## src/rtl/tri_bus_arbiter_if.sv

```systemverilog
// tri_bus_arbiter_if
// Purpose: groups the request/data inputs and the drive/value/status outputs
// of the two-requester tri-state bus arbiter.
// Signals:
//   req_a, data_a, req_b, data_b : requester side -> arbiter
//   drive_a, value_a             : A drive enable and gated drive value
//   drive_b, value_b             : B drive enable and gated drive value
//   turn                         : bus released for turnaround
//   idle                         : no owner, no turnaround
// Modports: master = requester/driver side, slave = arbiter side.
interface tri_bus_arbiter_if;
  logic req_a;
  logic data_a;
  logic req_b;
  logic data_b;
  logic drive_a;
  logic value_a;
  logic drive_b;
  logic value_b;
  logic turn;
  logic idle;

  modport master (
    output req_a, data_a, req_b, data_b,
    input  drive_a, value_a, drive_b, value_b, turn, idle
  );

  modport slave (
    input  req_a, data_a, req_b, data_b,
    output drive_a, value_a, drive_b, value_b, turn, idle
  );
endinterface

```

## src/rtl/tri_bus_arbiter.sv

```systemverilog
// tri_bus_arbiter
// Purpose: arbitrates two requesters onto a shared single-bit tri-state bus.
// Round-robin on ties, ownership bounded to MAX_HOLD cycles under contention,
// and TURN_CYCLES all-released cycles between owners so both drive enables
// are never high together.
// Ports:
//   clk  : system clock, rising edge
//   rst  : synchronous reset, active-high
//   bus  : tri_bus_arbiter_if.slave (requests/data in, drives/status out)
// Parameters:
//   TURN_CYCLES : cycles with both drives low between owners (>= 1)
//   MAX_HOLD    : cycles an owner keeps the bus while the other requests (>= 1)
//
// state  | meaning
// IDLE   | no owner, bus released
// OWN_A  | A drives the bus
// OWN_B  | B drives the bus
// TURN   | turnaround, bus released between owners
module tri_bus_arbiter #(
  parameter int TURN_CYCLES = 1,
  parameter int MAX_HOLD    = 8
) (
  input  logic           clk,
  input  logic           rst,
  tri_bus_arbiter_if.slave bus
);

  localparam int HW = $clog2(MAX_HOLD) + 1;
  localparam int TW = $clog2(TURN_CYCLES) + 1;
  localparam logic [HW-1:0] HOLD_LAST = HW'(MAX_HOLD - 1);
  localparam logic [TW-1:0] TURN_LAST = TW'(TURN_CYCLES - 1);

  typedef enum logic [1:0] {
    IDLE  = 2'd0,
    OWN_A = 2'd1,
    OWN_B = 2'd2,
    TURN  = 2'd3
  } state_t;

  state_t          r_state, w_state_nxt;
  logic [HW-1:0]   r_hold_cnt, w_hold_nxt;
  logic [TW-1:0]   r_turn_cnt, w_turn_nxt;
  logic            r_last_b, w_last_b_nxt;   // 1: B owned last
  logic            w_any_req;
  logic            w_pick_b;

  assign w_any_req = bus.req_a | bus.req_b;
  // B wins if it is the only requester, or on a tie when A owned last.
  assign w_pick_b  = bus.req_b & (~bus.req_a | ~r_last_b);

  always_ff @(posedge clk) begin
    if (rst) begin
      r_state    <= IDLE;
      r_hold_cnt <= '0;
      r_turn_cnt <= '0;
      r_last_b   <= 1'b1;
    end else begin
      r_state    <= w_state_nxt;
      r_hold_cnt <= w_hold_nxt;
      r_turn_cnt <= w_turn_nxt;
      r_last_b   <= w_last_b_nxt;
    end
  end

  always_comb begin
    w_state_nxt  = r_state;
    w_hold_nxt   = r_hold_cnt;
    w_turn_nxt   = r_turn_cnt;
    w_last_b_nxt = r_last_b;
    case (r_state)
      IDLE: begin
        if (w_any_req) begin
          w_state_nxt  = w_pick_b ? OWN_B : OWN_A;
          w_hold_nxt   = '0;
          w_last_b_nxt = w_pick_b;
        end
      end
      OWN_A: begin
        if (!bus.req_a || (bus.req_b && r_hold_cnt == HOLD_LAST)) begin
          w_state_nxt = TURN;
          w_turn_nxt  = '0;
        end else if (r_hold_cnt != HOLD_LAST) begin
          w_hold_nxt = r_hold_cnt + 1'b1;
        end
      end
      OWN_B: begin
        if (!bus.req_b || (bus.req_a && r_hold_cnt == HOLD_LAST)) begin
          w_state_nxt = TURN;
          w_turn_nxt  = '0;
        end else if (r_hold_cnt != HOLD_LAST) begin
          w_hold_nxt = r_hold_cnt + 1'b1;
        end
      end
      TURN: begin
        if (r_turn_cnt == TURN_LAST) begin
          if (w_any_req) begin
            w_state_nxt  = w_pick_b ? OWN_B : OWN_A;
            w_hold_nxt   = '0;
            w_last_b_nxt = w_pick_b;
          end else begin
            w_state_nxt = IDLE;
          end
        end else begin
          w_turn_nxt = r_turn_cnt + 1'b1;
        end
      end
      default: w_state_nxt = IDLE;
    endcase
  end

  assign bus.drive_a = (r_state == OWN_A);
  assign bus.drive_b = (r_state == OWN_B);
  assign bus.value_a = (r_state == OWN_A) & bus.data_a;
  assign bus.value_b = (r_state == OWN_B) & bus.data_b;
  assign bus.turn    = (r_state == TURN);
  assign bus.idle    = (r_state == IDLE);

endmodule

```

## src/flat_wrapper.sv

```systemverilog
// flat-port wrapper written by rule: the top's interface ports become plain ports
module tri_bus_arbiter_flat 
#(
  parameter int TURN_CYCLES = 1,
  parameter int MAX_HOLD    = 8
)
  (clk, rst, bus_req_a, bus_data_a, bus_req_b, bus_data_b, bus_drive_a, bus_value_a, bus_drive_b, bus_value_b, bus_turn, bus_idle);
  tri_bus_arbiter_if bus_i ();
  input  logic clk;
  input  logic rst;
  input wire logic [$bits(bus_i.req_a)-1:0] bus_req_a;
  input wire logic [$bits(bus_i.data_a)-1:0] bus_data_a;
  input wire logic [$bits(bus_i.req_b)-1:0] bus_req_b;
  input wire logic [$bits(bus_i.data_b)-1:0] bus_data_b;
  output wire logic [$bits(bus_i.drive_a)-1:0] bus_drive_a;
  output wire logic [$bits(bus_i.value_a)-1:0] bus_value_a;
  output wire logic [$bits(bus_i.drive_b)-1:0] bus_drive_b;
  output wire logic [$bits(bus_i.value_b)-1:0] bus_value_b;
  output wire logic [$bits(bus_i.turn)-1:0] bus_turn;
  output wire logic [$bits(bus_i.idle)-1:0] bus_idle;
  assign bus_i.req_a = bus_req_a;
  assign bus_i.data_a = bus_data_a;
  assign bus_i.req_b = bus_req_b;
  assign bus_i.data_b = bus_data_b;
  assign bus_drive_a = bus_i.drive_a;
  assign bus_value_a = bus_i.value_a;
  assign bus_drive_b = bus_i.drive_b;
  assign bus_value_b = bus_i.value_b;
  assign bus_turn = bus_i.turn;
  assign bus_idle = bus_i.idle;
  tri_bus_arbiter #(.TURN_CYCLES(TURN_CYCLES), .MAX_HOLD(MAX_HOLD)) u_core (.clk(clk), .rst(rst), .bus(bus_i));
endmodule
```

## config.mk

```make
export PLATFORM = sky130hd
export DESIGN_NAME = tri_bus_arbiter_flat
export DESIGN_NICKNAME = d
export VERILOG_FILES = /design/src/rtl/tri_bus_arbiter_if.sv /design/src/rtl/tri_bus_arbiter.sv /design/src/flat_wrapper.sv
export SDC_FILE = /design/constraint.sdc
export NUM_CORES = 1
export LEC_CHECK = 0
export BUFFER_PORTS_ARGS = -buffer_cell sky130_fd_sc_hd__buf_4
export CAP_MARGIN = 40
export CORE_UTILIZATION = 29
export CTS_CLUSTER_DIAMETER = 150
export DETAILED_ROUTE_END_ITERATION = 6
export SLEW_MARGIN = 30
export SYNTH_ARGS = -nofsm -noshare
export SYNTH_HDL_FRONTEND = slang
export SYNTH_SLANG_ARGS = --single-unit
```

## constraint.sdc

```tcl
create_clock -name clk -period 5.05 [get_ports clk]
set_input_delay 0.505 -clock clk [delete_from_list [all_inputs] [get_ports clk]]
set_output_delay 0.505 -clock clk [all_outputs]
set_load 0.01 [all_outputs]
```

==> results of run 1 <==
==> metrics by stage <==
stage	hold slack, ns	util (%)
after floorplan	0.4603	-
after global placement	0.4866	37.10
after detailed placement	0.4894	37.10
after CTS	0.4518	38.70
after global routing	0.4707	38.70
final	0.4573	38.70
==> layout by cell type, fill, tap and decap left out, drive strengths merged, types with 2 or more instances in the layout <==
cell type	instances
buf	11
dfxtp	7
a21oi	7
ha	6
o21ai	5
inv	4
or4	3
nand2	3
clkbuf	3
and2	2
a211oi	2
nand2b	2
or3	2
mux2i	2
a311oi	2
o22ai	2
a21boi	2
==> sequential cells by signal, indices dropped and copies added (netlist names) <==
name	cells
u_core.r_hold_cnt	4
u_core.r_state	2
u_core.r_last_b	1
==> cells by family after synthesis <==
kind of cell	Yosys count	synth area share (%)
simple gates	18	20.93
fa+ha+maj	6	13.95
buf+inv	5	4.883
compound gates	24	30.47
mux	2	3.721
flops	7	26.05
==> metal layers <==
layer / vias up / track usage (%) / share of wire (%)
met1: 250 / 18.92 / 46
met4: 0 / 10.91 / 2.3
li1: 263 / - / -
met5: - / 0 / 0
met3: 4 / 2.400 / 6.2
met2: 23 / 20.29 / 45
==> area by class of cell <==
class	count	area [um2]	share of cell area, %
clock buffer	3	22.52	3.371
sequential	7	140.1	20.97
multi-input combinational	50	371.6	55.62
inverter	4	15.01	2.247
timing repair buffer	11	82.58	12.36
clock inverter	1	5.005	0.7491
tap	25	31.28	4.682
==> path summary, 6_finish.rpt <==
check,start,endpoint
min reg2reg,u_core.r_hold_cnt[1],u_core.r_hold_cnt[1]
max,u_core.r_state[1],u_core.r_hold_cnt[2]
min,rst,u_core.r_hold_cnt[0]
max reg2reg,u_core.r_state[1],u_core.r_hold_cnt[2]
==> where the power goes <==
part | switching (mW) | total [mW] | internal (mW)
Clock | 0.0248 | 0.0540 | 0.0292
Sequential | 0.0113 | 0.0795 | 0.0682
Combinational | 0.0966 | 0.174 | 0.0770
Total | 0.133 | 0.307 | 0.174
==> metrics, run 1 <==
Synthesis Warnings=0; FF+latch count, synth=7; DIE AREA=0.002031 mm2; CP arrival=2.01 ns; Clock Path Buffers=2; # DRC=0; setup_tns=0 ns; hold depth=2; # IOs=12; synth top area cells=dfxtp_1 (26%), ha_1 (14%), a21oi_1 (5.6%); CP Max Fanout=8; Hold Crit Class=in2reg; fillers=189; critical path class=reg2reg; fin crit share=35.90%; Max-Cap Viols=0; max-slew violations=0; First-pass DRT Iterations=4; detailed-route vias per instance=5.347; Slew @ Worst Pin=0.4424 ns; Clock Sinks=7; CP endpoint kind=flop; Routability Congestion=0.7388; CTS tree=yes; FF-to-FF path depth=6; final hold viol count=0; area grow syn2layout=24.19%; antenna cells=0; Reg clk slew, reported paths=0.06 ns; CTS resizes=0; Num CTS Buffers=3; critical path's top delay family=simple AND/OR/NAND/NOR gates; first-pass GRT wire length=2021 um; Gate Count Post-Synth=62; most frequent cell after synthesis=dfxtp_1; post-synthesis async set-or-reset flop share=0%; Main synth FF type=dfxtp_1; largest area contributor in the netlist=dfxtp_1; Critical Path Max Stage Delay=0.48 ns; min Tclk post-route=1.813 ns; dpl ws=3.265 ns; CP Data Required Time=5.25 ns; Port Buffers=11; vias=540; share of layout cells above drive strength 1=23.68%; CP Depth=6; Post-synth EDFFs=0; final setup violation count=0; Iter 0 DRT Violations=16; CTS Hold Bufs=0; DP Area=640.6 um2; synthesized area=538.0 um2; H-Tree Depth=1; flop-to-flop setup slack=3.24 ns; DP Cell Count=97; Fmax=551.6 MHz; wire per inst=12.57 um; Yosys cell types=30; maximum vdd drop=127.1 uV; Leak=0.2788 nW; Avg Cell Area, Syn=8.678 um2; clock skew=0.008914 ns; initial antenna violation count=0; Syn Nets=74; Cell Rows=15; Final #Nets=89; Initial Util=31.16%; Worst slew margin=70.45%; Post-Layout Inst Area=668.1 um2; WL final=1270 um; CORE AREA=0.001727 mm2; vias in the first global route=435; Total Power Consumption=307.1 uW; sequential area share after synthesis=26.05%; slowest stage cell, crit path=or4_1; DPL Wire Length=972.2 um; Worst-Skew Late Latency=0.27 ns; status=complete, no violations; setup ws final=3.237 ns; final global-route overflow total=0; Setup Fix Bufs, Post-CTS=0; Die Height=45.07 um; CP Cell Sequence=inv_1, ha_1, o21ba_2, o22ai_2, or4_1, a21oi_1; fin cells=101; largest net degree at the start of global routing=10; RSZ-0062 raised after global routing=false; Cell Pwr Density=459.6 mW/mm2; most frequent cells after synthesis=dfxtp_1 (7), a21oi_1 (6), ha_1 (6); Critical path buffers and inverters=1; Chip Width=45.07 um; critical path startpoint category=flop; top-area cell type share of the netlist area=26.05%; root buffer cell=clkbuf_4; antenna-violating nets left=0; All-Layer GR Usage=14.23%
Note: power is estimated with default switching activity, not from simulation.
==> run 2, diff against run 1 <==
clock period = 1.7 ns   (was 5.05 ns; I/O delays follow)
==> run 2 against run 1 <==
Cell area increased by 13%. Clock power grew to 3.0 times the previous value. Utilization increased by 5.1 points. Via count grew 5.2%. Critical path depth unchanged. Clock skew grew 0.0021 ns. Setup slack worse by 3.2 ns. Clock-buffer cell count is the same. Critical path type unchanged. Critical endpoint unchanged.
==> metrics, run 2 (synthesis results as in run 1) <==
final hold viol count=0 (unchanged); WL final=1330 um (+4.7%); min Tclk post-route=1.637 ns (-0.1755 ns); CTS Hold Bufs=0 (unchanged); Cell Rows=15 (unchanged); All-Layer GR Usage=14.62% (+0.39 points); Worst slew margin=77.00% (+6.5 points); Die Height=45.07 um (unchanged); antenna-violating nets left=0 (unchanged); Final #Nets=94 (+5.6%); DIE AREA=0.002031 mm2 (unchanged); RSZ-0062 raised after global routing=false; largest net degree at the start of global routing=10 (unchanged); H-Tree Depth=1 (unchanged); critical path class=reg2reg; max-slew violations=0 (unchanged); DPL Wire Length=977.7 um (+0.57%); commonest non-fill, non-tap cell in the layout=buf_4; clock skew=0.01100 ns (+0.002084 ns); antenna cells=0 (unchanged); CP Data Required Time=1.91 ns (-3.34 ns); flop-to-flop setup slack=0.06 ns (-3.17 ns); Hold Crit Class=in2reg; # IOs=12 (unchanged); # DRC=0 (unchanged); FF-to-FF path depth=6 (unchanged); Biggest register=u_core.r_hold_cnt; area grow syn2layout=40.70%; Setup Fix Bufs, Post-CTS=0 (unchanged); status=complete, no violations; CP Max Fanout=8 (unchanged); initial antenna violation count=0 (unchanged); Cell Pwr Density=1417 mW/mm2 (+210%); CORE AREA=0.001727 mm2 (unchanged); Clock Path Buffers=2 (unchanged); Hold Path End=u_core.r_hold_cnt[2]; fin crit share=96.31% (+60 points); Util after Layout=43.84% (+5.1 points); Port Buffers=11 (unchanged); Chip Width=45.07 um (unchanged); hold wc startpoint=rst; share of layout cells above drive strength 1=39.51% (+16 points); First-pass DRT Iterations=4 (unchanged); Routability Congestion=0.7458 (+0.95%); Slew @ Worst Pin=0.3428 ns (-0.09960 ns); CP endpoint kind=flop; Total Power Consumption=1.073 mW (+250%); CTS tree=yes; final global-route overflow total=0 (unchanged); Leak=0.3088 nW (+11%); final setup violation count=0 (unchanged); reg2reg end=u_core.r_hold_cnt[2]; critical path startpoint category=flop; first-pass GRT wire length=2132 um (+5.5%); root buffer cell=clkbuf_4; maximum vdd drop=350.3 uV (+180%); wire per inst=12.55 um (-0.22%); Max-Cap Viols=0 (unchanged); CTS resizes=1 (+1); Num CTS Buffers=3 (unchanged); detailed-route vias per instance=5.358 (+0.22%); hold depth=2 (unchanged); vias in the first global route=518 (+19%); biggest regs=u_core.r_hold_cnt: 4 flops, u_core.r_state: 2 flops, u_core.r_last_b: 1 flops; Worst R2R Start=u_core.r_state[1]; Worst-Skew Late Latency=0.27 ns (about the same); Clock Sinks=7 (unchanged); max FFs per register=4 (unchanged); Fmax=610.8 MHz (+11%); vias=568 (+5.2%); commonest non-fill, non-tap cells in the layout=buf_4 (16), dfxtp_1 (6), a21oi_1 (5); CP arrival=1.85 ns (-0.16 ns); setup_tns=0 ns (unchanged); Initial Util=31.16% (unchanged); Iter 0 DRT Violations=18 (+2); Reg clk slew, reported paths=0.06 ns (about the same); fillers=179 (-5.3%)
-- run 2: cell count changes in the layout (fill, tap and decap cells not counted), sizes merged --
| cell | previous run | this run |
|---|---|---|
| buf | 11 | 16 |
-- run 2: metal layers --
metal  track usage, %  vias to the layer above  wire length, um
met5                0                        -                0
met4            9.091                        0               24
met3            2.400                        3               44
met2            24.64                       19              661
met1            17.11                      271              599
li1                 -                      275                -
-- run 2: cell type report --
type	instances	area, um2	share of cell area (%)
clock buffers	3	22.52	2.975
multi-input cells	50	421.7	55.70
inverters	4	15.01	1.983
flip-flops and latches	7	141.4	18.68
well taps	25	31.28	4.132
clock inverters	1	5.005	0.6612
repair buffers	16	120.1	15.87
-- run 2: how the worst max path moves through the flow --
stage                      start                   end  slack (ns)
3_3_place_gp   u_core.r_state[1]  u_core.r_hold_cnt[2]        0.02
3_5_place_dp   u_core.r_state[1]  u_core.r_hold_cnt[2]       -0.04
2_1_floorplan  u_core.r_state[0]  u_core.r_hold_cnt[2]        0.02
6_report       u_core.r_state[1]  u_core.r_hold_cnt[2]        0.06
5_1_grt        u_core.r_state[0]  u_core.r_hold_cnt[2]       0.003
4_1_cts        u_core.r_state[0]     u_core.r_state[1]      -0.002
-- run 2: critical path, cell delays in order (launching register included) --
cell     delay, ns
dfxtp_2       0.37
inv_2         0.07
ha_4          0.27
o21ba_2       0.15
o22ai_4       0.10
or4_4         0.49
a21oi_2       0.13
-- run 2: where the power goes --
group | internal, mW | switching, mW
registers | 0.204 | 0.0358
clock network | 0.0866 | 0.0735
logic | 0.336 | 0.336
-- run 2: stage by stage --
| stage | cells | setup WS [ns] | instance area, um2 | hold WS, ns |
|---|---|---|---|---|
| 4_1_cts | 106 | -0.001555 | 709.4 | 0.1150 |
| 3_3_place_gp | 102 | 0.02244 | 680.7 | 0.4027 |
| 3_5_place_dp | 102 | -0.03504 | 680.7 | 0.4001 |
| 2_1_floorplan | 62 | 0.01640 | 540.5 | 0.2391 |
| 6_report | 106 | 0.06275 | 757.0 | 0.1149 |
| 5_1_grt | 106 | 0.002556 | 757.0 | 0.1127 |
